<file path="src/rtl/if_stage.sv">
// ============================================================================
//  Module   : if_stage
//  Purpose  : Instruction-fetch stage with PC register and IF/ID pipeline
//             register. Optional performance counters via IF_PERF_CNT_EN.
//  Revision : 1.0
// ============================================================================
`default_nettype none

module if_stage #(
    parameter int unsigned        ADDR_W   = 32,
    parameter logic [ADDR_W-1:0]  RESET_PC = '0
) (
    input  logic              clk_i,
    input  logic              rst_i,
    input  logic              stall_i,
    input  logic              redirect_i,
    input  logic [ADDR_W-1:0] redirect_pc_i,
    output logic [ADDR_W-1:0] imem_addr_o,
    input  logic [31:0]       imem_data_i,
    input  logic              imem_ready_i,
    output logic [ADDR_W-1:0] pc_o,
    output logic [31:0]       if_id_instr_o,
    output logic [ADDR_W-1:0] if_id_pc4_o,
    output logic              if_id_valid_o,
    output logic [5:0]        instr_op_o,
    output logic [31:0]       perf_fetch_o,
    output logic [31:0]       perf_flush_o
);

    typedef enum logic [0:0] {
        ST_BOOT = 1'b0,
        ST_RUN  = 1'b1
    } state_t;

    state_t              state_q, state_d;
    logic [ADDR_W-1:0]   pc_q, pc_d;
    logic [31:0]         instr_q, instr_d;
    logic [ADDR_W-1:0]   pc4_q, pc4_d;
    logic                valid_q, valid_d;

    logic [ADDR_W-1:0]   w_pc_plus4;
    logic [ADDR_W-1:0]   w_redirect_pc;

    assign w_pc_plus4    = pc_q + ADDR_W'(4);
    // Targets are forced word-aligned.
    assign w_redirect_pc = redirect_pc_i & ~ADDR_W'(3);

    always_comb begin
        state_d = state_q;
        pc_d    = pc_q;
        instr_d = instr_q;
        pc4_d   = pc4_q;
        valid_d = valid_q;
        case (state_q)
            ST_BOOT: begin
                state_d = ST_RUN;
                instr_d = '0;
                valid_d = 1'b0;
            end
            default: begin
                if (redirect_i) begin
                    pc_d    = w_redirect_pc;
                    instr_d = '0;
                    valid_d = 1'b0;
                end else if (stall_i) begin
                    pc_d    = pc_q;
                end else if (!imem_ready_i) begin
                    instr_d = '0;
                    valid_d = 1'b0;
                end else begin
                    instr_d = imem_data_i;
                    pc4_d   = w_pc_plus4;
                    valid_d = 1'b1;
                    pc_d    = w_pc_plus4;
                end
            end
        endcase
    end

    always_ff @(posedge clk_i) begin
        if (!rst_i) begin
            state_q <= ST_BOOT;
            pc_q    <= RESET_PC;
            instr_q <= '0;
            pc4_q   <= '0;
            valid_q <= 1'b0;
        end else begin
            state_q <= state_d;
            pc_q    <= pc_d;
            instr_q <= instr_d;
            pc4_q   <= pc4_d;
            valid_q <= valid_d;
        end
    end

    assign imem_addr_o   = pc_q;
    assign pc_o          = pc_q;
    assign if_id_instr_o = instr_q;
    assign if_id_pc4_o   = pc4_q;
    assign if_id_valid_o = valid_q;
    assign instr_op_o    = instr_q[31:26];

`ifdef IF_PERF_CNT_EN
    logic [31:0] fetch_cnt_q, flush_cnt_q;
    logic        w_fetch_evt, w_flush_evt;

    assign w_flush_evt = (state_q == ST_RUN) && redirect_i;
    assign w_fetch_evt = (state_q == ST_RUN) && !redirect_i && !stall_i && imem_ready_i;

    always_ff @(posedge clk_i) begin
        if (!rst_i) begin
            fetch_cnt_q <= '0;
            flush_cnt_q <= '0;
        end else begin
            if (w_fetch_evt) fetch_cnt_q <= fetch_cnt_q + 32'd1;
            if (w_flush_evt) flush_cnt_q <= flush_cnt_q + 32'd1;
        end
    end

    assign perf_fetch_o = fetch_cnt_q;
    assign perf_flush_o = flush_cnt_q;
`else
    assign perf_fetch_o = '0;
    assign perf_flush_o = '0;
`endif

endmodule

`default_nettype wire

</file>
<file path="config.mk">
export PLATFORM = sky130hd
export DESIGN_NAME = if_stage
export DESIGN_NICKNAME = d
export VERILOG_FILES = /design/src/rtl/if_stage.sv
export SDC_FILE = /design/constraint.sdc
export NUM_CORES = 1
export LEC_CHECK = 0
export CORE_MARGIN = 4
export CORE_UTILIZATION = 35
export CTS_CLUSTER_DIAMETER = 60
export CTS_CLUSTER_SIZE = 12
export DETAILED_ROUTE_END_ITERATION = 6
export PLACE_DENSITY = 0.75
export REMOVE_ABC_BUFFERS = 1
export SETUP_SLACK_MARGIN = 0.1
export SLEW_MARGIN = 10
export SYNTH_ARGS = -nofsm -noshare
export SYNTH_HDL_FRONTEND = slang
export SYNTH_SLANG_ARGS = --single-unit
</file>
<file path="constraint.sdc">
create_clock -name clk_i -period 4.1 [get_ports clk_i]
set_input_delay 1.23 -clock clk_i [delete_from_list [all_inputs] [get_ports clk_i]]
set_output_delay 1.23 -clock clk_i [all_outputs]
set_load 0.02 [all_outputs]
</file>
# Word level (Yosys, flattened, before mapping)

Index checks and enable logic that the tools add are counted.

Flip-flop bits (word level): 98
Input port bits: 69
Word-level logic and storage cells: 21

$add $sub $neg: 1
Equality and inequality tests: 1
Muxes and demuxes: 6
Bitwise logic cells: 4
Reduce and logical (&&, ||, !) cells: 4

Operators with widths:

| operator                                              | count |
|---|---|
| two-way mux 32 bit                                    | 4 |
| adder 32 x 3 -> 32 bit, second input constant         | 1 |
| NOT 1 bit                                             | 4 |
| AND reduction 4 bit                                   | 1 |
| AND reduction 3 bit                                   | 1 |
| OR reduction 3 bit                                    | 1 |
| two-way mux 1 bit                                     | 2 |
| inequality test 2 x 1 -> 1 bit, second input constant | 1 |
| nonzero test 2 bit                                    | 1 |

# Logic depth before layout (Yosys ltp)

Gate-level depths: netlist (run 1).

Depth after elaboration: 4
Mapped depth: 8
Mapped depth without buffers: 6

# Least setup slack after synthesis (run 1)

Ideal clock, no wire load.

Kind: input port to flip-flop
Start point: input port stall_i
End point: register pc4_q[10], in the netlist if_id_pc4_o[10]
Arrival time: 2.599 ns
Data required time: 3.963 ns
Slack: 1.364 ns
Cell stages on the path: 7
Path through: clkbuf_1 -> nor2b_1 -> clkbuf_1 -> and3_1 -> clkbuf_1 -> buf_1 -> a211oi_1

Word-level cells in the longest chain between the ends: 2

RTL lines:

| what                                 | RTL line | text |
|---|---|---|
| from (decl)                          | 15       | `input logic stall_i,` |
| NOT 1 bit (no source line)           | -        |  |
| AND reduction 4 bit (no source line) | -        |  |
| to (signal assigned)                 | 91       | `pc4_q <= pc4_d;` |
| to (decl)                            | 38       | `logic [ADDR_W-1:0] pc4_q, pc4_d;` |

Every way passes these cells.
A chain may end at the register's enable or synchronous reset.

# Worst setup path in the final report (run 1)

Start point: input port imem_ready_i
End point: register pc_q[14], in the netlist imem_addr_o[14]

Word-level cells in the longest chain between the ends: 2

RTL lines:

| what                                 | RTL line | text |
|---|---|---|
| from (decl)                          | 20       | `input logic imem_ready_i,` |
| nonzero test 2 bit (no source line)  | -        |  |
| AND reduction 3 bit (no source line) | -        |  |
| to (signal assigned)                 | 89       | `pc_q <= pc_d;` |
| to (decl)                            | 36       | `logic [ADDR_W-1:0] pc_q, pc_d;` |

Every way passes these cells.

==> metrics.cfg, run 1 <==
[run_status]
status=finished, final reports clean

[power_and_ir_drop]
p_int_mw=1.68
leakagePower_nw=2.50
vdd_drop_max_mv=0.181
cellPowerDensity_mw_per_mm2=330
switching_share_pct=27.2
p_comb_share_pct=18.1
p_sw_mw=0.626
pwr-share-clk_pct=38.9
seqPwrFrac_pct=43.0
power_mw=2.30

[critical_path]
end_kind=flip-flop
path_cells=clkdlybuf4s50_1 > nor2b_2 > buf_4 > o21ai_2 > buf_4 > nor2_1 > a32o_1
crit_cells=7
cp_top_family=buffers and inverters
crit_start=imem_ready_i
r2r-end=imem_addr_o[18]
crit_buf_inv=3
rr_worst_depth=6
slowest_delay_ns=0.50
crit_required_ns=4.38
crit_fanout=34
rr_startpoint=imem_addr_o[2]
start_kind=primary input
ff2ff_setup_slack_ns=1.42
cp.arrival_ns=3.23
path_class=primary input to flip-flop
critPathCapture=imem_addr_o[14]
path_common_cell=buf_4
worst_path_max_delay_cell=clkdlybuf4s50_1

[die]
fp.dieH_um=129
ios=268
dieWidth_um=129
dieArea_sq_mm=0.0166
floorplan.initialDensity_pct=36.2
core_sq_mm=0.0141
rows=43

[sta]
layout_setup_ws_ns=1.15
relSlewSlack_pct=54.8
fin_crit_sh_pct=71.9
worstMarginPinSlew_ns=0.672
rsz0062_at_grt=false
finalCriticalPeriod_ns=2.95
fin_setup_tns_ns=0
hold_violations=0
finalSetupViolCount=0
max_freq_ghz=0.339
whs_ns=0.456
fin_skew_ns=0.00736
maxSlewViolCount=0

[yosys]
synth_cell_types=52
yosysMostFrequentCell=buf_4
yosys_warnings=0
syn_inst=622
synth_top_area_share_pct=36.9
synth_edf_count=0
synth_seq_area_share_pct=36.9
ys_top_cells_by_area=dfxtp_1, buf_4, a22oi_1, nor2_1, a21oi_1
ys_async_sr_fraction_pct=0
synth-seq-cells=94
synth.avg_cell_area_sq_um=8.19
syn-cell-area_sq_mm=0.00510
yosys.area.top_type=dfxtp_1
yosys-top-cells-count=buf_4, dfxtp_1, nor2_1, a22oi_1
synthFlopType=dfxtp_1

[placement]
dp_hpwl_mm=11.3
dpl.cell_count=929
gp_congestion=0.812
pre_cts_ws_ns=0.856
io_buffers=195
post_dp_cell_area_sq_mm=0.00666

[global_route]
grt_max_degree=35
grtUsageTotal_pct=17.6
grt.overflow.total=0
grt_pass1_vias=4317
antenna_found_initial=0
grt_first_pass_wirelength_mm=23.4

[worst_hold_path]
hp-class=flip-flop to flip-flop

[cts]
clockBufferDepth=2
clock_sinks=94
cts_setup_buffers=0
postCtsHoldBufs=0
cts.clk_slew.worst_paths_ns=0.06
cts_resized=0
cts_tree=built
worstSkewPairLatency_ns=0.34
cts_buffers=9
htreeDepth=3
clock-root-buffer=clkbuf_16

[layout]
final_cells=945
area_delta_synth_final_pct=37.0
diodes=0
final_area_sq_mm=0.00698
final_util_pct=49.5
fillers=1368
drive_gt1_share_pct=4.84
final_nets=830

[route]
viasPerCell=4.98
wirelength_mm=15.3
avgRoutedWirePerCell_um=16.2
drc=0
routed-via-count=4702
first_iter_violations=383
ant_nets=0
firstDrtPassIters=5

[flow_run]
maxCapViolCount=0

[metal layers]
layer  global-route usage, %  share of wire, %  vias to the layer above
met5                       0                 0                        -
met4                    6.24               1.6                        0
met3                    3.03               6.0                       17
met2                    28.0                49                      175
met1                    24.2                43                     2207
li1                        -                 -                     2303
[power groups by stage]
stage,clock (mW),sequential (mW),combinational [mW]
floorplan,0,1.06,0.150
global placement,0,1.01,0.411
detailed placement,0,1.01,0.412
CTS,0.911,0.991,0.415
global route,0.947,0.997,0.447
finish,0.895,0.991,0.416
[worst min-delay path by stage]
stage | from | end | slack [ns] | cells past startpoint
after floorplan | if_id_pc4_o[3] | if_id_pc4_o[3] | 0.53 | 2
after global placement | if_id_pc4_o[3] | if_id_pc4_o[3] | 0.45 | 2
after detailed placement | if_id_pc4_o[3] | if_id_pc4_o[3] | 0.45 | 2
after CTS | if_id_pc4_o[3] | if_id_pc4_o[3] | 0.46 | 2
after global routing | if_id_pc4_o[3] | if_id_pc4_o[3] | 0.47 | 2
final | if_id_pc4_o[3] | if_id_pc4_o[3] | 0.46 | 2
[kinds of logic (layout without fill, tap and decap cells)]
family | Yosys count | after routing | share of synthesized area, %
other | 1 | 70 | 0.0736
and+or+nand+nor | 173 | 173 | 16.5
adders and majority gates | 1 | 1 | 0.245
buffers and inverters | 155 | 229 | 19.3
muxes | 6 | 6 | 1.20
xor gates and xnor gates | 25 | 25 | 4.30
DFF | 94 | 94 | 36.9
AOI/OAI and AO/OA | 167 | 167 | 21.4
[worst reg2reg max path: stages, from the launching register on]
cell	delay [ns]
dfxtp_1	0.50
ha_1	0.33
nand4_1	0.40
nor4_2	0.70
nand2_1	0.20
or3_1	0.35
a31oi_1	0.13
[flip-flops by register name (all words and copies together) (netlist names)]
signal,flops
if_id_instr_o,32
if_id_pc4_o,30
if_id_valid_o,1
imem_addr_o,30
state_q,1
[layout by cell type (no fill, tap or decap), types with 3 or more instances in the layout]
cell,Yosys,routed
nor4_1,3,3
xor2_1,13,13
mux2i_1,5,5
a31oi_1,8,8
o31ai_1,8,8
conb_1,1,70
nand4_1,13,13
nor3_1,9,9
nor2_1,73,73
buf_4,106,12
clkbuf_16,0,9
nand3_1,15,15
and3_1,7,6
clkdlybuf4s50_1,0,194
a21oi_1,36,36
o22ai_1,3,3
xnor2_1,12,12
a32o_1,6,6
nand2_1,32,32
inv_1,6,6
nand2b_1,3,3
a22o_1,7,7
a22oi_1,41,41
and2_1,3,3
dfxtp_1,94,94
a211oi_1,10,10
or3_1,4,4
o21ai_0,36,36
[cell type report]
cell class | count | area, sq um | share of cell area (%)
repair buffers | 207 | 2040 | 29.2
clock buffers | 12 | 246 | 3.53
flip-flops and latches | 94 | 1880 | 27.0
well taps | 180 | 225 | 3.23
clock inverters | 4 | 70.1 | 1.00
multi-input cells | 442 | 2500 | 35.8
inverters | 6 | 22.5 | 0.323
Note: power is estimated with default switching activity, not from simulation.
==> inputs of run 2 (changes only) <==
--- a/config.mk
+++ b/config.mk
@@ -10,7 +10,7 @@
 export CTS_CLUSTER_DIAMETER = 60
 export CTS_CLUSTER_SIZE = 12
 export DETAILED_ROUTE_END_ITERATION = 6
-export PLACE_DENSITY = 0.75
+export PLACE_DENSITY = 0.77
 export REMOVE_ABC_BUFFERS = 1
 export SETUP_SLACK_MARGIN = 0.1
 export SLEW_MARGIN = 10
==> constraint.sdc (replaced) <==
create_clock -name clk_i -period 2.6 [get_ports clk_i]
set_input_delay 0.78 -clock clk_i [delete_from_list [all_inputs] [get_ports clk_i]]
set_output_delay 0.78 -clock clk_i [all_outputs]
set_load 0.02 [all_outputs]
==> metrics.cfg, run 2 (same netlist as run 1, synthesis figures left out) <==
[critical_path]
ff2ff_setup_slack_ns=0.38  ; was 1.42 ns
crit_buf_inv=1  ; was 3
path_class=flip-flop to output port  ; was primary input to flip-flop
cp_top_family=buffers and inverters  ; unchanged
path_cells=clkdlybuf4s50_1  ; was clkdlybuf4s50_1 > nor2b_2 > buf_4 > o21ai_2 > buf_4 > nor2_1 > a32o_1
worst_path_max_delay_cell=clkdlybuf4s50_1  ; unchanged
cp.arrival_ns=1.60  ; was 3.23 ns
start_kind=flip-flop  ; was primary input
end_kind=output port  ; was flip-flop
crit_fanout=11  ; was 34
slowest_delay_ns=0.69  ; was 0.50 ns
crit_required_ns=1.82  ; was 4.38 ns

[placement]
pre_cts_ws_ns=0.130  ; was 0.856 ns
gp_congestion=0.852  ; was 0.812
io_buffers=195  ; unchanged
dpl.cell_count=948  ; was 929
dp_hpwl_mm=11.6  ; was 11.3 mm
post_dp_cell_area_sq_mm=0.00684  ; was 0.00666 sq mm

[sta]
hold_violations=0  ; unchanged
fin_setup_tns_ns=0  ; unchanged
fin_skew_ns=0.00614  ; was 0.00736 ns
maxSlewViolCount=0  ; unchanged
finalCriticalPeriod_ns=2.38
worstMarginPinSlew_ns=0.620  ; was 0.672 ns
max_freq_ghz=0.421
finalSetupViolCount=0  ; unchanged
relSlewSlack_pct=58.5  ; was 54.8%
layout_setup_ws_ns=0.224  ; was 1.15 ns
rsz0062_at_grt=false  ; unchanged
fin_crit_sh_pct=91.4

[global_route]
grt_first_pass_wirelength_mm=23.8  ; was 23.4 mm
grt_max_degree=43  ; was 35
antenna_found_initial=0  ; unchanged
grt_pass1_vias=4480  ; was 4317
grt.overflow.total=0  ; unchanged
grtUsageTotal_pct=17.9  ; was 17.6%

[cts]
cts_buffers=9  ; unchanged
clock-root-buffer=clkbuf_16  ; unchanged
clock_sinks=94  ; unchanged
cts_setup_buffers=0  ; unchanged
postCtsHoldBufs=0  ; unchanged
worstSkewPairLatency_ns=0.35  ; was 0.34 ns
cts_tree=built  ; unchanged
htreeDepth=3  ; unchanged
cts_resized=0  ; unchanged
clockBufferDepth=2  ; unchanged
cts.clk_slew.worst_paths_ns=0.07  ; was 0.06 ns

[die]
rows=43  ; unchanged
fp.dieH_um=129  ; unchanged
core_sq_mm=0.0141  ; unchanged
dieArea_sq_mm=0.0166  ; unchanged
dieWidth_um=129  ; unchanged
floorplan.initialDensity_pct=36.2  ; unchanged
ios=268  ; unchanged

[power_and_ir_drop]
power_mw=3.69  ; was 2.30 mW
cellPowerDensity_mw_per_mm2=515  ; was 330 mW/mm^2
leakagePower_nw=2.59  ; was 2.50 nW
vdd_drop_max_mv=0.299  ; was 0.181 mV

[route]
routed-via-count=4804  ; was 4702
ant_nets=0  ; unchanged
wirelength_mm=15.6  ; was 15.3 mm
drc=0  ; unchanged
viasPerCell=4.98  ; about the same
avgRoutedWirePerCell_um=16.2  ; about the same
firstDrtPassIters=4  ; was 5
first_iter_violations=378  ; was 383

[layout]
final_cells=964  ; was 945
final_cell_mix=clkdlybuf4s50_1, dfxtp_1, nor2_1  ; unchanged
final_common_cell=clkdlybuf4s50_1  ; unchanged
final_nets=849  ; was 830
drive_gt1_share_pct=7.40  ; was 4.84%
final_area_sq_mm=0.00717  ; was 0.00698 sq mm
area_delta_synth_final_pct=40.7  ; was 37.0%
largest_reg_flops=32  ; unchanged
diodes=0  ; unchanged

[flow_run]
maxCapViolCount=0  ; unchanged

[run_status]
status=finished, final reports clean  ; unchanged

[worst_hold_path]
hp-class=flip-flop to flip-flop  ; unchanged

[run 2: worst register-to-register path, cell delays in order (launching register included)]
cell and delay (ns):
dfxtp_1 0.53, nand4_1 0.25, nor4_1 0.39, buf_4 0.19, nand3_2 0.14, or3_1 0.39
a311oi_1 0.24
[run 2: worst paths after layout]
check	to	start	cells after the start
hold / removal	if_id_pc4_o[3]	if_id_pc4_o[3]	2
hold reg to reg	if_id_pc4_o[3]	if_id_pc4_o[3]	2
setup reg to reg	if_id_pc4_o[31]	imem_addr_o[5]	6
setup / recovery	imem_addr_o[17]	imem_addr_o[17]	1
[run 2: stage by stage]
stage	utilization [%]	hold slack (ns)
2_1_floorplan	-	0.535
3_3_place_gp	48.6	0.447
3_5_place_dp	48.6	0.454
4_1_cts	50.9	0.463
5_1_grt	50.9	0.518
6_report	50.9	0.466
[run 2: cell type report]
class,instances,area (sq um)
fillers,1346,6930
clock buffers,9,225
flip-flops and latches,94,1880
clock inverters,7,98.8
multi-input cells,442,2500
repair buffers,226,2220
well taps,180,225
inverters,6,22.5
[run 2: where the power goes]
part           switching, mW  total, mW  internal [mW]  leakage (nW)
logic                  0.381      0.687          0.305          1.68
clock network          0.610       1.45          0.845         0.144
registers             0.0653       1.55           1.49         0.764
[run 2: per-layer routing]
metal	up-vias	track usage (%)	wire (um)
li1	2348	-	-
met1	2244	23.9	6690
met2	183	28.7	7450
met3	29	2.95	1030
met4	0	7.84	457
met5	-	0	0
==> inputs of run 3 (changes only) <==
--- a/config.mk
+++ b/config.mk
@@ -10,7 +10,7 @@
 export CTS_CLUSTER_DIAMETER = 60
 export CTS_CLUSTER_SIZE = 12
 export DETAILED_ROUTE_END_ITERATION = 6
-export PLACE_DENSITY = 0.77
+export PLACE_DENSITY = 0.75
 export REMOVE_ABC_BUFFERS = 1
 export SETUP_SLACK_MARGIN = 0.1
 export SLEW_MARGIN = 10
==> constraint.sdc (replaced) <==
create_clock -name clk_i -period 2.5 [get_ports clk_i]
set_input_delay 0.75 -clock clk_i [delete_from_list [all_inputs] [get_ports clk_i]]
set_output_delay 0.75 -clock clk_i [all_outputs]
set_load 0.02 [all_outputs]
==> metrics.cfg, run 3 (same netlist as run 1, synthesis figures left out) <==
[layout]
diodes=0  ; unchanged
final_nets=853  ; was 849
final_common_cell=clkdlybuf4s50_1  ; unchanged
final_cell_mix=clkdlybuf4s50_1, dfxtp_1, nor2_1  ; unchanged
area_delta_synth_final_pct=40.6  ; was 40.7%
drive_gt1_share_pct=8.12  ; was 7.40%
final_area_sq_mm=0.00717  ; about the same
largest_reg_flops=32  ; unchanged
final_cells=968  ; was 964

[global_route]
grt_first_pass_wirelength_mm=23.3  ; was 23.8 mm
grt_max_degree=35  ; was 43
grtUsageTotal_pct=17.6  ; was 17.9%
grt.overflow.total=0  ; unchanged
grt_pass1_vias=4378  ; was 4480
antenna_found_initial=0  ; unchanged

[power_and_ir_drop]
leakagePower_nw=2.61  ; was 2.59 nW
vdd_drop_max_mv=0.314  ; was 0.299 mV
cellPowerDensity_mw_per_mm2=515  ; about the same

[cts]
cts_tree=built  ; unchanged
htreeDepth=3  ; unchanged
clock_sinks=94  ; unchanged
cts_buffers=9  ; unchanged
clockBufferDepth=2  ; unchanged
clock-root-buffer=clkbuf_16  ; unchanged
worstSkewPairLatency_ns=0.34  ; was 0.35 ns
cts.clk_slew.worst_paths_ns=0.07  ; about the same
postCtsHoldBufs=0  ; unchanged

[flow_run]
maxCapViolCount=0  ; unchanged

[sta]
maxSlewViolCount=0  ; unchanged
max_freq_ghz=0.431
rsz0062_at_grt=false  ; unchanged
finalCriticalPeriod_ns=2.32
fin_crit_sh_pct=92.8
hold_violations=0  ; unchanged
relSlewSlack_pct=55.2  ; was 58.5%
finalSetupViolCount=0  ; unchanged
fin_setup_tns_ns=0  ; unchanged
whs_ns=0.469  ; was 0.466 ns
worstMarginPinSlew_ns=0.669  ; was 0.620 ns
fin_skew_ns=0.00636  ; was 0.00614 ns

[critical_path]
end_kind=output port  ; unchanged
slowest_delay_ns=0.68  ; was 0.69 ns
worst_path_max_delay_cell=clkdlybuf4s50_1  ; unchanged
cp.arrival_ns=1.57  ; was 1.60 ns
crit_required_ns=1.75  ; was 1.82 ns
cp_top_family=buffers and inverters  ; unchanged
start_kind=flip-flop  ; unchanged
path_cells=clkdlybuf4s50_1  ; unchanged
crit_fanout=11  ; unchanged
crit_buf_inv=1  ; unchanged
path_class=flip-flop to output port  ; unchanged

[route]
wirelength_mm=15.4  ; was 15.6 mm
drc=0  ; unchanged
avgRoutedWirePerCell_um=15.9  ; was 16.2 um
viasPerCell=4.96  ; was 4.98
first_iter_violations=469  ; was 378
firstDrtPassIters=5  ; was 4
ant_nets=0  ; unchanged
routed-via-count=4802  ; was 4804

[die]
dieWidth_um=129  ; unchanged
ios=268  ; unchanged
core_sq_mm=0.0141  ; unchanged
fp.dieH_um=129  ; unchanged
rows=43  ; unchanged
floorplan.initialDensity_pct=36.2  ; unchanged
dieArea_sq_mm=0.0166  ; unchanged

[worst_hold_path]
hp-class=flip-flop to flip-flop  ; unchanged

[placement]
dp_hpwl_mm=11.7  ; was 11.6 mm
dpl.cell_count=951  ; was 948
gp_congestion=0.819  ; was 0.852
post_dp_cell_area_sq_mm=0.00685  ; was 0.00684 sq mm
io_buffers=195  ; unchanged

[run_status]
status=finished, final reports clean  ; unchanged

run 3: changes by cell type in the layout (fill, tap and decap cells not counted), moves of 2 or more:
cell,before,now
buf_4,28,33
dfxtp_2,0,2
clkinv_2,0,2
dfxtp_1,94,92
run 3: worst register-to-register path, cell delays in order (launching register included):
cell	delay [ns]
dfxtp_2	0.40
ha_2	0.27
nand4_1	0.22
buf_4	0.24
nor2_1	0.20
nand4_1	0.26
or4_1	0.47
o211ai_1	0.09
run 3: where the power goes:
group          internal, mW  total [mW]  switching (mW)
combinational         0.320       0.718           0.397
clock                 0.772        1.36           0.584
sequential             1.55        1.62          0.0679
total                  2.64        3.69            1.05
run 3: layout make-up:
class / instances / area [sq um]
repair buffers: 230 / 2230
well taps: 180 / 225
clock buffers: 10 / 229
multi-input cells: 442 / 2510
clock inverters: 6 / 62.6
inverters: 6 / 22.5
fillers: 1339 / 6930
flip-flops and latches: 94 / 1880
run 3: timing repair:
action / in CTS / in global routing
setup endpoints to repair: 0 / 9
setup buffers: 0 / 1
resized for setup: 0 / 4
run 3: per-stage QoR:
stage | worst slack [ns] | total power [mW] | util [%]
after global placement | 0.0903 | 2.35 | 48.6
after CTS | 0.134 | 3.72 | 50.7
final | 0.179 | 3.69 | 50.8
after detailed placement | 0.0861 | 2.36 | 48.6
after floorplan | -0.990 | 1.98 | -
after global routing | 0.101 | 3.84 | 50.8
run 3: final timing paths:
check / from / endpoint / slack, ns / cells after the start
worst min-delay path: if_id_pc4_o[3] / if_id_pc4_o[3] / 0.47 / 2
worst min register to register: if_id_pc4_o[3] / if_id_pc4_o[3] / 0.47 / 2
worst max register to register: imem_addr_o[3] / imem_addr_o[28] / 0.29 / 7
worst max-delay path: imem_addr_o[18] / pc_o[18] / 0.18 / 1
run 3: routing by layer:
metal	wire, um	vias to the layer above	GRT usage (%)	part of all wire [%]
met1	6490	2237	23.3	42
met2	7660	181	29.0	50
met3	932	26	2.70	6.0
met4	353	0	6.73	2.3
met5	0	-	0	0
li1	-	2358	-	-
==> RTL change 1: new RTL, flow settings as in run 3 <==
Add a define of `IF_PERF_CNT_EN`.
--- a/src/rtl/if_stage.sv
+++ b/src/rtl/if_stage.sv
@@ -5,6 +5,8 @@
 //  Revision : 1.0
 // ============================================================================
 `default_nettype none
+
+`define IF_PERF_CNT_EN
 
 module if_stage #(
     parameter int unsigned        ADDR_W   = 32,
Function: changed (Yosys sat finds a counterexample within 4 cycles, from zero or initial values and one cycle with rst_i low).
==> RTL change 1 against run 3 <==
Maximum frequency shrank 0.56%. Critical path depth grew 1. Area after synthesis grew 46%. Final area increased by 53%. Sequential cell count increased by 64. Worst setup slack worse by 0.013 ns. Wire length rose by 51%. Synthesized cell count grew 39%. Power increased by 58%.
==> RTL change 1: results (changes against run 3) <==
| Metric | Value |
|---|---|
| Outcome | finished clean |
| Grt ovf | 0 (unchanged) |
| Layout fillers | 1949 (+46%) |
| Mux contribution to synthesized area | 0.270% (-0.93 points) |
| Largest net degree at the start of global routing | 69 (+97%) |
| Post-CTS setup buffer count | 0 (unchanged) |
| Worst-Skew Late Latency | 0.42 ns (+0.08 ns) |
| Met2 usage in global routing | 31.8% (+2.9 points) |
| Multi-input gate area | 3740 µm² (+49%) |
| GR Util met1 | 24.6% (+1.3 points) |
| Vias in the first global route | 6934 (+58%) |
| Combinational gate power | 676 µW (-5.8%) |
| CTS Buf Count | 17 (+8) |
| Final worst clock skew | 0.0107 ns (+0.00432 ns) |
| Routed vias/inst | 5.19 (+4.7%) |
| Port Buffers | 259 (+33%) |
| Final Total Pwr | 5.84 mW (+58%) |
| DR WL/cell | 16.6 µm (+4.2%) |
| Cell variety after synth | 65 (+25%) |
| XOR/XNOR share of the synthesized area | 9.79% (+5.5 points) |
| Slack of the worst reg-to-reg path | 0.42 ns (+0.13 ns) |
| Clock power frac | 43.0% (+6.2 points) |
| Fmax | 0.429 GHz (-0.56%) |
| DR WL met3 | 1280 µm (+37%) |
| Cell leakage power | 3.95 nW (+51%) |
| Crit path max-delay family | buffers and inverters |
| HP Class | reg2reg |
| Layout cell share with drive strength beyond 1 | 11.7% (+3.6 points) |
| Top post-synthesis cells by area | dfxtp_1, xor2_1, nor2_1 |
| Sequential area share after synthesis | 42.6% (+5.7 points) |
| CP peak stage delay | 0.61 ns (-0.07 ns) |
| Pre-CTS WS | -0.250 ns (-0.336 ns) |
| First-pass GRT wire length | 37000 µm (+59%) |
| Placed cell count | 1369 (+44%) |
| Initial antenna violation count | 1 (+1) |
| Most instantiated cells after synthesis | dfxtp_1, nor2_1, xor2_1 |
| Post-synthesis compound-gate area fraction | 14.7% (-6.7 points) |
| Avg Cell Area, Syn | 8.59 µm² (+4.9%) |
| Final wirelength | 23300 µm (+51%) |
| Synth Area in Adders | 0.505% (+0.26 points) |
| DR WL met2 | 11400 µm (+49%) |
| Power Internal | 4.36 mW (+65%) |
| WL met1 | 10100 µm (+56%) |
| Ys async rst share | 0% (unchanged) |
| Worst-path fanout max | 5 (-6) |
| H-Tree Depth | 4 (+1) |
| GP Congestion | 0.859 (+4.9%) |
| Final-stage net count | 1185 (+39%) |
| Global-route usage over all layers | 19.0% (+1.4 points) |
| DP Area | 10400 µm² (+52%) |
| DR top layer | met4 |
| Hpwl dp | 17100 µm (+47%) |
| Initial DRC count | 378 (-19%) |
| Hold slack final | 0.460 ns (-0.00947 ns) |
| Worst-margin pin slew | 0.849 ns (+0.180 ns) |
| Grt met3 use | 3.74% (+1.0 points) |
| Ys Warns | 0 (unchanged) |
| Critical Path Slowest Stage Cell | clkdlybuf4s50_1 |
| Max IR drop VDD | 0.391 mV (+25%) |
-- RTL change 1: cell type report --
type / instances / share of cell area (%)
diodes: 1 / 0.0228
clock buffers: 23 / 4.35
clock inverters: 9 / 0.763
inverters: 8 / 0.273
multi-input cells: 607 / 34.1
flip-flops and latches: 158 / 29.0
well taps: 275 / 3.13
repair buffers: 321 / 28.4
-- RTL change 1: what timing repair did --
action	CTS	global route
hold buffers	0	0
endpoints found under the hold margin	0	0
gates resized for setup	12	11
endpoints found under the setup margin	21	19
-- RTL change 1: final timing paths --
check	startpoint	endpoint	depth (start not counted)
worst max-delay path	imem_addr_o[3]$_SDFFE_PN0P_	imem_addr_o[3]	2
worst min-delay path	if_id_pc4_o[3]$_SDFFE_PN0P_	if_id_pc4_o[3]$_SDFFE_PN0P_	2
worst min register to register	if_id_pc4_o[3]$_SDFFE_PN0P_	if_id_pc4_o[3]$_SDFFE_PN0P_	2
worst max register to register	imem_addr_o[15]$_SDFFE_PN0P_	imem_addr_o[29]$_SDFFE_PN0P_	5
==> RTL change 2: new RTL, flow settings as in run 3 <==
Made on the original files. Take the reset off `instr_q` and `pc4_q` and load them in a clocked block of their own.
--- a/src/rtl/if_stage.sv
+++ b/src/rtl/if_stage.sv
@@ -81,16 +81,17 @@
         if (!rst_i) begin
             state_q <= ST_BOOT;
             pc_q    <= RESET_PC;
-            instr_q <= '0;
-            pc4_q   <= '0;
             valid_q <= 1'b0;
         end else begin
             state_q <= state_d;
             pc_q    <= pc_d;
-            instr_q <= instr_d;
-            pc4_q   <= pc4_d;
             valid_q <= valid_d;
         end
+    end
+
+    always_ff @(posedge clk_i) begin
+        instr_q <= instr_d;
+        pc4_q   <= pc4_d;
     end
 
     assign imem_addr_o   = pc_q;
Behaviour: differs if rst_i is asserted again (counterexample within 4 cycles, from zero or initial values and one cycle with rst_i low); with rst_i held inactive, the same outputs for 4 cycles.
==> RTL change 2 against run 3 <==
Sequential cell count unchanged. Cell count decreased by 6.9%. Worst setup slack improved by 0.0041 ns. Final area increased by 1.4%. Wire length increased by 0.87%. Power increased by 2.8%. Area after synthesis increased by 1.4%. Critical path type unchanged.
==> RTL change 2: results (changes against run 3) <==
| Metric | Value |
|---|---|
| Outcome | finished clean |
| Critical Path Slowest Stage Cell | clkdlybuf4s50_1 |
| First-pass GRT wire length | 23200 µm (-0.56%) |
| Primary FF master, synth | dfxtp_1 |
| Root Driver | clkbuf_16 |
| Power Internal | 2.75 mW (+4.2%) |
| Vias in the first global route | 4190 (-4.3%) |
| Cell variety after synth | 66 (+27%) |
| Max IR drop VDD | 0.337 mV (+7.5%) |
| Hpwl dp | 11300 µm (-2.6%) |
| Via count | 4533 (-5.6%) |
| CP peak stage delay | 0.68 ns (about the same) |
| Initial antenna violation count | 0 (unchanged) |
| Area grow syn2layout | 40.7% (about the same) |
| H-Tree Depth | 3 (unchanged) |
| Global-route usage over all layers | 17.7% (+0.076 points) |
| Final-stage net count | 782 (-8.3%) |
| Antenna diodes | 0 (unchanged) |
| Largest net degree at the start of global routing | 60 (+71%) |
| Number of synthesized flops with an enable pin | 30 (+30) |
| DR pass1 iterations | 5 (unchanged) |
| CTS clock-pin slew for the worst setup and hold paths | ~0.06 ns |
| Top post-synthesis cells by area | dfxtp_1, edfxtp_1, buf_4 |
| Crit path max-delay family | buffers and inverters |
| Worst-Skew Late Latency | 0.34 ns (about the same) |
| HP Class | reg2reg |
| Ys Warns | 0 (unchanged) |
| Cell leakage power | 2.74 nW (+5.0%) |
| CP arrival | 1.57 ns (about the same) |
| DR WL/cell | 17.3 µm (+8.4%) |
| Clock buffer depth | 2 (unchanged) |
| Sequential area share after synthesis | 42.2% (+5.3 points) |
| Initial DRC count | 427 (-9.0%) |
| Pre-CTS WS | -0.0283 ns (-0.114 ns) |
| GP Congestion | 0.877 (+7.1%) |
| Worst-path fanout max | 9 (-2) |
| DP Area | 6970 µm² (+1.7%) |
| Port Buffers | 195 (unchanged) |
| Ys async rst share | 0% (unchanged) |
| Max reg flops | 32 (unchanged) |
| Final worst clock skew | 0.00934 ns (+0.00298 ns) |
| Layout cell share with drive strength beyond 1 | 9.48% (+1.4 points) |
| Most instantiated cells after synthesis | buf_4, dfxtp_1, nand2_1 |
| CTS Buf Count | 9 (unchanged) |
-- RTL change 2: power groups by stage --
stage               Sequential (mW)  Clock, mW  Combinational, mW
finish                         1.70       1.37              0.722
global route                   1.71       1.47              0.770
CTS                            1.70       1.39              0.721
detailed placement             1.73          0              0.719
global placement               1.73          0              0.713
floorplan                      1.83          0              0.226
-- RTL change 2: layout make-up --
cell class	instances	area, µm²
clock buffer	11	243
clock inverter	5	48.8
fill	1372	7210
inverter	7	26.3
multi-input combinational	368	2260
sequential	94	2190
tap	184	230
timing repair buffer	232	2270
-- RTL change 2: metrics by stage --
step	total power, mW	std cells	hold WS [ns]	util [%]
6_report	3.79	901	0.471	50.2
5_1_grt	3.95	901	0.481	50.2
4_1_cts	3.82	901	0.477	50.2
3_5_place_dp	2.45	885	0.455	48.1
3_3_place_gp	2.45	885	0.454	48.1
2_1_floorplan	2.06	469	0.580	-
-- RTL change 2: repair_timing --
| item | in CTS | in global routing |
|---|---|---|
| buffers inserted | 0 | 0 |
| gates resized for setup | 2 | 4 |
| endpoints found under the setup margin | 4 | 7 |
-- RTL change 2: path summary, 6_finish.rpt --
kind / endpoint / slack [ns] / depth (start not counted) / startpoint
min: if_id_instr_o[14]$_SDFFE_PP0N_ / 0.47 / 1 / if_id_instr_o[14]$_SDFFE_PP0N_
max reg2reg: imem_addr_o[18]$_SDFFE_PN0P_ / 0.24 / 5 / imem_addr_o[2]$_SDFFE_PN0P_
max: imem_addr_o[26] / 0.18 / 1 / imem_addr_o[26]$_SDFFE_PN0P_
min reg2reg: if_id_instr_o[14]$_SDFFE_PP0N_ / 0.47 / 1 / if_id_instr_o[14]$_SDFFE_PP0N_
-- RTL change 2: kinds of logic after synthesis --
group	count (synthesis)	synth area share (%)
adder cells (fa/ha/maj)	1	0.242
other	1	0.0726
XOR/XNOR	27	4.58
AO/OA/AOI/OAI	122	17.7
multiplexers	2	0.412
buffers and inverters	154	19.2
flip-flops	94	42.2
AND/OR/NAND/NOR	146	15.6
-- RTL change 2: routing by layer --
layer	GRT usage [%]	routed length [µm]
met5	0	0
met4	6.23	202
met3	3.96	1520
met2	29.6	7470
met1	22.6	6380
